[src/rtl/mem_pkg.sv]
// Shared types and helpers for the memory responder: access sizes, FSM states
// and byte-lane mask generation.
package mem_pkg;

   typedef enum logic [1:0] {
      SZ_BYTE = 2'b00,
      SZ_HALF = 2'b01,
      SZ_WORD = 2'b10,
      SZ_RSVD = 2'b11
   } size_t;

   typedef enum logic [1:0] {
      IDLE = 2'b00,
      WAIT = 2'b01,
      RESP = 2'b10
   } resp_state_t;

   // Little-endian lane enables for an access of size sz starting at byte lane.
   function automatic logic [3:0] lane_mask(input size_t sz, input logic [1:0] lane);
      logic [3:0] m;
      m = 4'b0000;
      case (sz)
         SZ_BYTE: m = 4'b0001 << lane;
         SZ_HALF: m = lane[1] ? 4'b1100 : 4'b0011;
         SZ_WORD: m = 4'b1111;
         default: m = 4'b0000;
      endcase
      return m;
   endfunction

endpackage

[src/rtl/mem_responder_if.sv]
// Request/response bus between the CPU control/datapath (master) and the
// memory responder (slave).
interface mem_responder_if;
   logic        Req;
   logic        Wr;
   logic [1:0]  Size;
   logic [31:0] Addr;
   logic [31:0] WData;
   logic [31:0] RData;
   logic        Ready;
   logic        Busy;
   logic        AddrErr;

   modport master (
      output Req, Wr, Size, Addr, WData,
      input  RData, Ready, Busy, AddrErr
   );

   modport slave (
      input  Req, Wr, Size, Addr, WData,
      output RData, Ready, Busy, AddrErr
   );
endinterface

[src/rtl/mem_array.sv]
// Word array built from four independent byte lanes: synchronous byte-enable
// write, combinational read.
module mem_array #(
   parameter int DEPTH_WORDS = 64,
   parameter int AW          = 6
) (
   input  logic          Clk,
   input  logic          we,
   input  logic [3:0]    be,
   input  logic [AW-1:0] addr,
   input  logic [31:0]   wdata,
   output logic [31:0]   rdata
);

   genvar gi;
   generate
      for (gi = 0; gi < 4; gi++) begin : g_lane
         logic [7:0] lane_mem [DEPTH_WORDS];

         always_ff @(posedge Clk) begin
            if (we && be[gi])
               lane_mem[addr] <= wdata[gi*8 +: 8];
         end

         assign rdata[gi*8 +: 8] = lane_mem[addr];
      end
   endgenerate

endmodule

[src/rtl/mem_responder.sv]
// Single-outstanding memory responder: latches a request, waits LATENCY
// cycles, commits a byte/half/word access and pulses Ready for one cycle.
module mem_responder
   import mem_pkg::*;
#(
   parameter int DEPTH_WORDS = 64,
   parameter int LATENCY     = 2
) (
   input  logic           Clk,
   input  logic           Reset,
   mem_responder_if.slave bus
);

   localparam int AW = (DEPTH_WORDS > 1) ? $clog2(DEPTH_WORDS) : 1;
   localparam int CW = (LATENCY > 1) ? $clog2(LATENCY) : 1;

   resp_state_t   state_reg, state_next;
   logic [CW-1:0] cnt_reg, cnt_next;
   logic          latch_en;
   logic          wr_reg;
   size_t         size_reg;
   logic [31:0]   addr_reg;
   logic [31:0]   wdata_reg;
   logic [31:0]   rdata_reg, rdata_next;
   logic          err_reg, err_next;

   logic          commit;
   logic          req_err;
   logic          array_we;
   logic [3:0]    array_be;
   logic [31:0]   wdata_steer;
   logic [31:0]   rd_word;
   logic [31:0]   rd_shift;
   logic [31:0]   rd_ext;

   assign commit  = (state_reg == WAIT) && (cnt_reg == '0);
   assign req_err = (size_reg == SZ_RSVD)
                 || (size_reg == SZ_HALF && addr_reg[0])
                 || (size_reg == SZ_WORD && addr_reg[1:0] != 2'b00)
                 || (addr_reg[31:2] >= 30'(DEPTH_WORDS));

   // Replicate right-aligned store data onto every lane; the byte enables pick the live ones.
   always_comb begin
      case (size_reg)
         SZ_BYTE: wdata_steer = {4{wdata_reg[7:0]}};
         SZ_HALF: wdata_steer = {2{wdata_reg[15:0]}};
         default: wdata_steer = wdata_reg;
      endcase
   end

   assign array_we = commit && wr_reg && !req_err;
   assign array_be = lane_mask(size_reg, addr_reg[1:0]);

   mem_array #(
      .DEPTH_WORDS (DEPTH_WORDS),
      .AW          (AW)
   ) u_array (
      .Clk   (Clk),
      .we    (array_we),
      .be    (array_be),
      .addr  (addr_reg[AW+1:2]),
      .wdata (wdata_steer),
      .rdata (rd_word)
   );

   assign rd_shift = rd_word >> {addr_reg[1:0], 3'b000};

   always_comb begin
      case (size_reg)
         SZ_BYTE: rd_ext = {24'b0, rd_shift[7:0]};
         SZ_HALF: rd_ext = {16'b0, rd_shift[15:0]};
         default: rd_ext = rd_shift;
      endcase
   end

   always_comb begin
      state_next = state_reg;
      cnt_next   = cnt_reg;
      latch_en   = 1'b0;
      rdata_next = rdata_reg;
      err_next   = err_reg;
      case (state_reg)
         IDLE: begin
            if (bus.Req) begin
               state_next = WAIT;
               cnt_next   = CW'(LATENCY - 1);
               latch_en   = 1'b1;
            end
         end
         WAIT: begin
            if (cnt_reg != '0) begin
               cnt_next = cnt_reg - 1'b1;
            end else begin
               state_next = RESP;
               err_next   = req_err;
               if (req_err)
                  rdata_next = '0;
               else if (!wr_reg)
                  rdata_next = rd_ext;
            end
         end
         RESP:    state_next = IDLE;
         default: state_next = IDLE;
      endcase
   end

   always_ff @(posedge Clk or posedge Reset) begin
      if (Reset) begin
         state_reg <= IDLE;
         cnt_reg   <= '0;
         rdata_reg <= '0;
         err_reg   <= 1'b0;
         wr_reg    <= 1'b0;
         size_reg  <= SZ_BYTE;
         addr_reg  <= '0;
         wdata_reg <= '0;
      end else begin
         state_reg <= state_next;
         cnt_reg   <= cnt_next;
         rdata_reg <= rdata_next;
         err_reg   <= err_next;
         if (latch_en) begin
            wr_reg    <= bus.Wr;
            size_reg  <= size_t'(bus.Size);
            addr_reg  <= bus.Addr;
            wdata_reg <= bus.WData;
         end
      end
   end

   assign bus.Ready   = (state_reg == RESP);
   assign bus.Busy    = (state_reg != IDLE);
   assign bus.AddrErr = (state_reg == RESP) && err_reg;
   assign bus.RData   = rdata_reg;

endmodule

[src/flat_wrapper.sv]
// flat-port wrapper written by rule: the top's interface ports become plain ports
module mem_responder_flat import mem_pkg::*;
#(
   parameter int DEPTH_WORDS = 64,
   parameter int LATENCY     = 2
)
  (Clk, Reset, bus_Req, bus_Wr, bus_Size, bus_Addr, bus_WData, bus_RData, bus_Ready, bus_Busy, bus_AddrErr);
  mem_responder_if bus_i ();
  input  logic Clk;
  input  logic Reset;
  input wire logic [$bits(bus_i.Req)-1:0] bus_Req;
  input wire logic [$bits(bus_i.Wr)-1:0] bus_Wr;
  input wire logic [$bits(bus_i.Size)-1:0] bus_Size;
  input wire logic [$bits(bus_i.Addr)-1:0] bus_Addr;
  input wire logic [$bits(bus_i.WData)-1:0] bus_WData;
  output wire logic [$bits(bus_i.RData)-1:0] bus_RData;
  output wire logic [$bits(bus_i.Ready)-1:0] bus_Ready;
  output wire logic [$bits(bus_i.Busy)-1:0] bus_Busy;
  output wire logic [$bits(bus_i.AddrErr)-1:0] bus_AddrErr;
  assign bus_i.Req = bus_Req;
  assign bus_i.Wr = bus_Wr;
  assign bus_i.Size = bus_Size;
  assign bus_i.Addr = bus_Addr;
  assign bus_i.WData = bus_WData;
  assign bus_RData = bus_i.RData;
  assign bus_Ready = bus_i.Ready;
  assign bus_Busy = bus_i.Busy;
  assign bus_AddrErr = bus_i.AddrErr;
  mem_responder #(.DEPTH_WORDS(DEPTH_WORDS), .LATENCY(LATENCY)) u_core (.Clk(Clk), .Reset(Reset), .bus(bus_i));
endmodule
[config.mk]
export PLATFORM = sky130hd
export DESIGN_NAME = mem_responder_flat
export DESIGN_NICKNAME = d
export VERILOG_FILES = /design/src/rtl/mem_pkg.sv /design/src/rtl/mem_responder_if.sv /design/src/rtl/mem_array.sv /design/src/rtl/mem_responder.sv /design/src/flat_wrapper.sv
export SDC_FILE = /design/constraint.sdc
export NUM_CORES = 2
export LEC_CHECK = 0
export BUFFER_PORTS_ARGS = -buffer_cell sky130_fd_sc_hd__buf_4
export CAP_MARGIN = 0
export CORE_UTILIZATION = 50
export CTS_CLUSTER_DIAMETER = 80
export DETAILED_ROUTE_END_ITERATION = 10
export PLACE_DENSITY = 0.78
export SLEW_MARGIN = 20
export SYNTH_ARGS = -nofsm -noshare
export SYNTH_HDL_FRONTEND = slang
export SYNTH_HIERARCHICAL = 1
export SYNTH_SLANG_ARGS = --single-unit
[constraint.sdc]
create_clock -name Clk -period 5.9 [get_ports Clk]
set_input_delay 0.295 -clock Clk [delete_from_list [all_inputs] [get_ports Clk]]
set_output_delay 0.295 -clock Clk [all_outputs]
set_load 0.01 [all_outputs]
==> results.py <==
metrics = {
    "status": {
        "outcome": "finished clean",
    },
    "timing": {
        "setup_viol": 0,
        "max_freq_mhz": 197.3,
        "fin_setup_tns_ns": 0,
        "hold_viol_final": 0,
        "period_needed_ns": 5.068,
        "rsz0062_at_grt": "no",
        "slew_headroom_pct": 18.79,
        "fin_crit_sh_pct": 85.90,
        "tightestPinTransition_ns": 1.218,
        "finClkSkew_ns": 0.04460,
        "timing.final.max_slew_violations": 0,
    },
    "clock_network": {
        "cts_buffers": 198,
        "cts_resized": 0,
        "root_buffer": "clkbuf_16",
        "clockBufferDepth": 3,
        "clk_pin_slew_ns": 0.07,
        "cts_tree": "yes",
        "postCtsSetupRepairBufs": 0,
        "clock-sinks": 2151,
        "clkLatencyLatePin_ns": 0.87,
        "h-tree-depth": 4,
    },
    "pwr": {
        "combPwrFrac_pct": 34.7,
        "p_seq_share_pct": 40.3,
        "leakagePower_nw": 30.49,
        "p_sw_mw": 19.50,
        "ir_drop_v": 0.0008272,
        "internal_power_mw": 32.61,
        "power_frac_clock_pct": 25.0,
        "powerDensity_mw_per_mm2": 551.9,
        "p_total_mw": 52.11,
        "switching_share_pct": 37.43,
    },
    "die": {
        "coreArea_sq_mm": 0.1657,
        "start_util_pct": 50.57,
        "die_h_um": 411.4,
        "io_pins": 105,
        "die-area_sq_mm": 0.1693,
        "rows": 149,
        "fp.dieW_um": 411.4,
    },
    "grt": {
        "grt_start_max_net_pins": 106,
        "grt_pass1_wl_mm": 338.0,
        "grt_overflow": 0,
        "grt_usage_pct": 27.53,
        "antenna_found_initial": 16,
        "grt_pass1_vias": 48850,
    },
    "critical_path": {
        "cp.arrival_ns": 5.81,
        "setup.worst_path.end_class": "flop",
        "worstSetupStartpoint": "u_core/addr_reg[7]",
        "start_kind": "flop",
        "r2r-end": "u_core/bus.RData[10]",
        "crit_type": "reg -> reg",
        "rrSetupSlack_ns": 0.83,
        "crit_required_ns": 6.65,
        "r2r_start": "u_core/addr_reg[7]",
        "critPathMaxFanout": 18,
        "r2r_cells": 11,
    },
    "logic_synthesis": {
        "syn_area_sq_mm": 0.08382,
        "syn_nets": 4905,
        "synth-xor-area-share_pct": 0.01045,
        "ys_types": 58,
        "syn_inst": 4835,
        "synth_edf_count": 2048,
        "yosys.area_share.simple_pct": 3.742,
        "synthArstFlopShare_pct": 4.788,
        "muxShareOfSynthArea_pct": 8.455,
        "synth-adder-area-share_pct": 0,
        "synth_top_family_by_area": "compound AO/OA/AOI/OAI gates",
        "synth.avg_cell_area_sq_um": 17.34,
        "synth_compound_area_share_pct": 9.366,
        "ys_seq_area_share_pct": 76.45,
        "yosys_register_bits": 2151,
        "ys.flop_type": "edfxtp_1",
        "ys_warn_count": 6,
    },
    "cells_and_area": {
        "final_cells": 7343,
        "syn2layout_area_growth_pct": 12.66,
        "nFillCells": 11660,
        "layout.area.seq_sq_mm": 0.06410,
        "largest-register": "u_core/u_array/g_lane.lane_mem",
        "largest_reg_flops": 2048,
        "finalInstanceArea_sq_mm": 0.09442,
        "finish.net_count": 5051,
        "drive_gt1_share_pct": 17.88,
        "final_util_pct": 56.97,
        "multiInputGateArea_sq_mm": 0.01835,
    },
    "detailed_routing": {
        "vias": 50340,
        "drt_pre_antenna_iters": 9,
        "drt_wl_total_mm": 236.7,
        "antenna_left": 0,
        "drt_iter0_markers": 8631,
        "wl_per_cell_um": 32.23,
        "drc": 0,
        "vias_per_cell": 6.856,
    },
    "job": {
        "drv_cap": 0,
    },
    "placed_design": {
        "gp_congestion": 0.9330,
        "post_dp_cell_area_sq_mm": 0.08712,
        "hpwl_mm": 142.4,
        "placedCellCount": 6901,
        "port_buffers": 104,
    },
    "min_path": {
        "hp-class": "in -> async",
    },
}
==> metrics by stage <==
step                setup slack [ns]  hold slack, ns
floorplan                      1.413          0.4118
global placement               1.145          0.4485
detailed placement             1.191          0.4553
CTS                            1.131          0.1174
global route                  0.7998          0.1671
finish                        0.8317          0.1291
==> worst max-delay path by stage <==
| stage | endpoint | slack, ns |
|---|---|---|
| floorplan | u_core/u_array/g_lane[3].lane_mem[0][0] | 1.41 |
| global placement | u_core/bus.RData[10] | 1.14 |
| detailed placement | u_core/bus.RData[10] | 1.19 |
| CTS | u_core/bus.RData[9] | 1.13 |
| global route | u_core/u_array/g_lane[1].lane_mem[14][3] | 0.80 |
| finish | u_core/bus.RData[10] | 0.83 |
==> routing by layer <==
| metal | routed length (um) | vias to the layer above | global-route usage [%] |
|---|---|---|---|
| li1 | - | 20000 | - |
| met1 | 80010 | 25000 | 35.38 |
| met2 | 106700 | 4434 | 42.05 |
| met3 | 35530 | 897 | 8.859 |
| met4 | 14370 | 14 | 14.11 |
| met5 | 93 | - | 0 |
==> power groups by stage <==
stage	clock network (mW)	logic [mW]	registers, mW
after CTS	13.0	17.3	20.9
after detailed placement	0	17.1	21.3
after floorplan	0	9.81	21.2
final	13.0	18.1	21.0
after global placement	0	16.7	21.2
after global routing	13.6	18.4	21.0
==> cells in the mapped netlist, drive strengths merged (4+ instances only) <==
library cell  number  area share [%]
o211ai             4           0.036
nor4               7           0.052
a21oi             87            0.52
o31ai             26            0.23
nand3             16           0.096
nand2            156            0.70
o2bb2ai           15            0.16
a221o             17            0.20
a221oi           179             1.9
a22o              31            0.32
edfxtp          2048              73
o21ai             89            0.53
mux2             197             2.8
a311oi            16            0.17
o22ai            212             1.6
nor2             405             1.8
nor3              22            0.13
buf              149             1.0
nand4             17            0.13
o211a              8           0.096
a22oi            331             3.0
clkbuf           210            0.94
or4               29            0.26
a222oi            15            0.18
o221ai             7           0.073
a211oi            31            0.28
mux4             125             3.4
dfrtp            103             3.1
mux2i            189             2.3
and2               9           0.067
nor2b             10           0.075
inv                7           0.031
and3              39            0.29
or2                6           0.045
==> layout make-up <==
type	count	area share [%]
diodes	4	0.01060
clock buffers	247	5.687
clock inverters	122	1.289
inverters	7	0.03180
multi-input cells	2318	19.43
flip-flops and latches	2151	67.88
well taps	2189	2.901
repair buffers	305	2.767
==> logic make-up after synthesis <==
logic type,Yosys count
buf+inv,366
compound gates,1080
simple gates,726
mux,511
flops,2151
xor+xnor,1
==> critical path, stage by stage (launching register included) <==
cell and delay (ns):
dfrtp_1 0.77, and3_1 0.61, buf_4 0.32, nand2_1 0.78
o22ai_1 0.24, nor3_1 0.42, nand4_1 0.18, or4_1 0.76
mux2i_1 0.30, o21ai_0 0.11, and3_1 0.20, mux2_4 0.25
==> cell usage in the layout (no fill, tap or decap), types with 26 or more instances in the layout <==
master	count
clkbuf_1	36
dlygate4sd3_1	69
and3_1	39
or4_1	29
nor2_1	396
edfxtp_1	2048
a22o_1	31
buf_4	224
o21ai_0	81
nand2_1	143
clkinv_1	42
a221oi_1	179
a22oi_1	331
a211oi_1	31
dfrtp_1	91
mux2i_1	189
a21oi_1	86
clkbuf_16	207
clkinv_2	43
mux2_4	44
mux4_2	125
mux2_2	153
o31ai_1	26
o22ai_1	212
==> timing repair <==
item / 4_1_cts / 5_1_grt
endpoints found under the hold margin: 114 / 0
hold buffers: 69 / 0
endpoints found under the setup margin: 0 / 0
No activity file was read; power rests on OpenSTA's default activity.
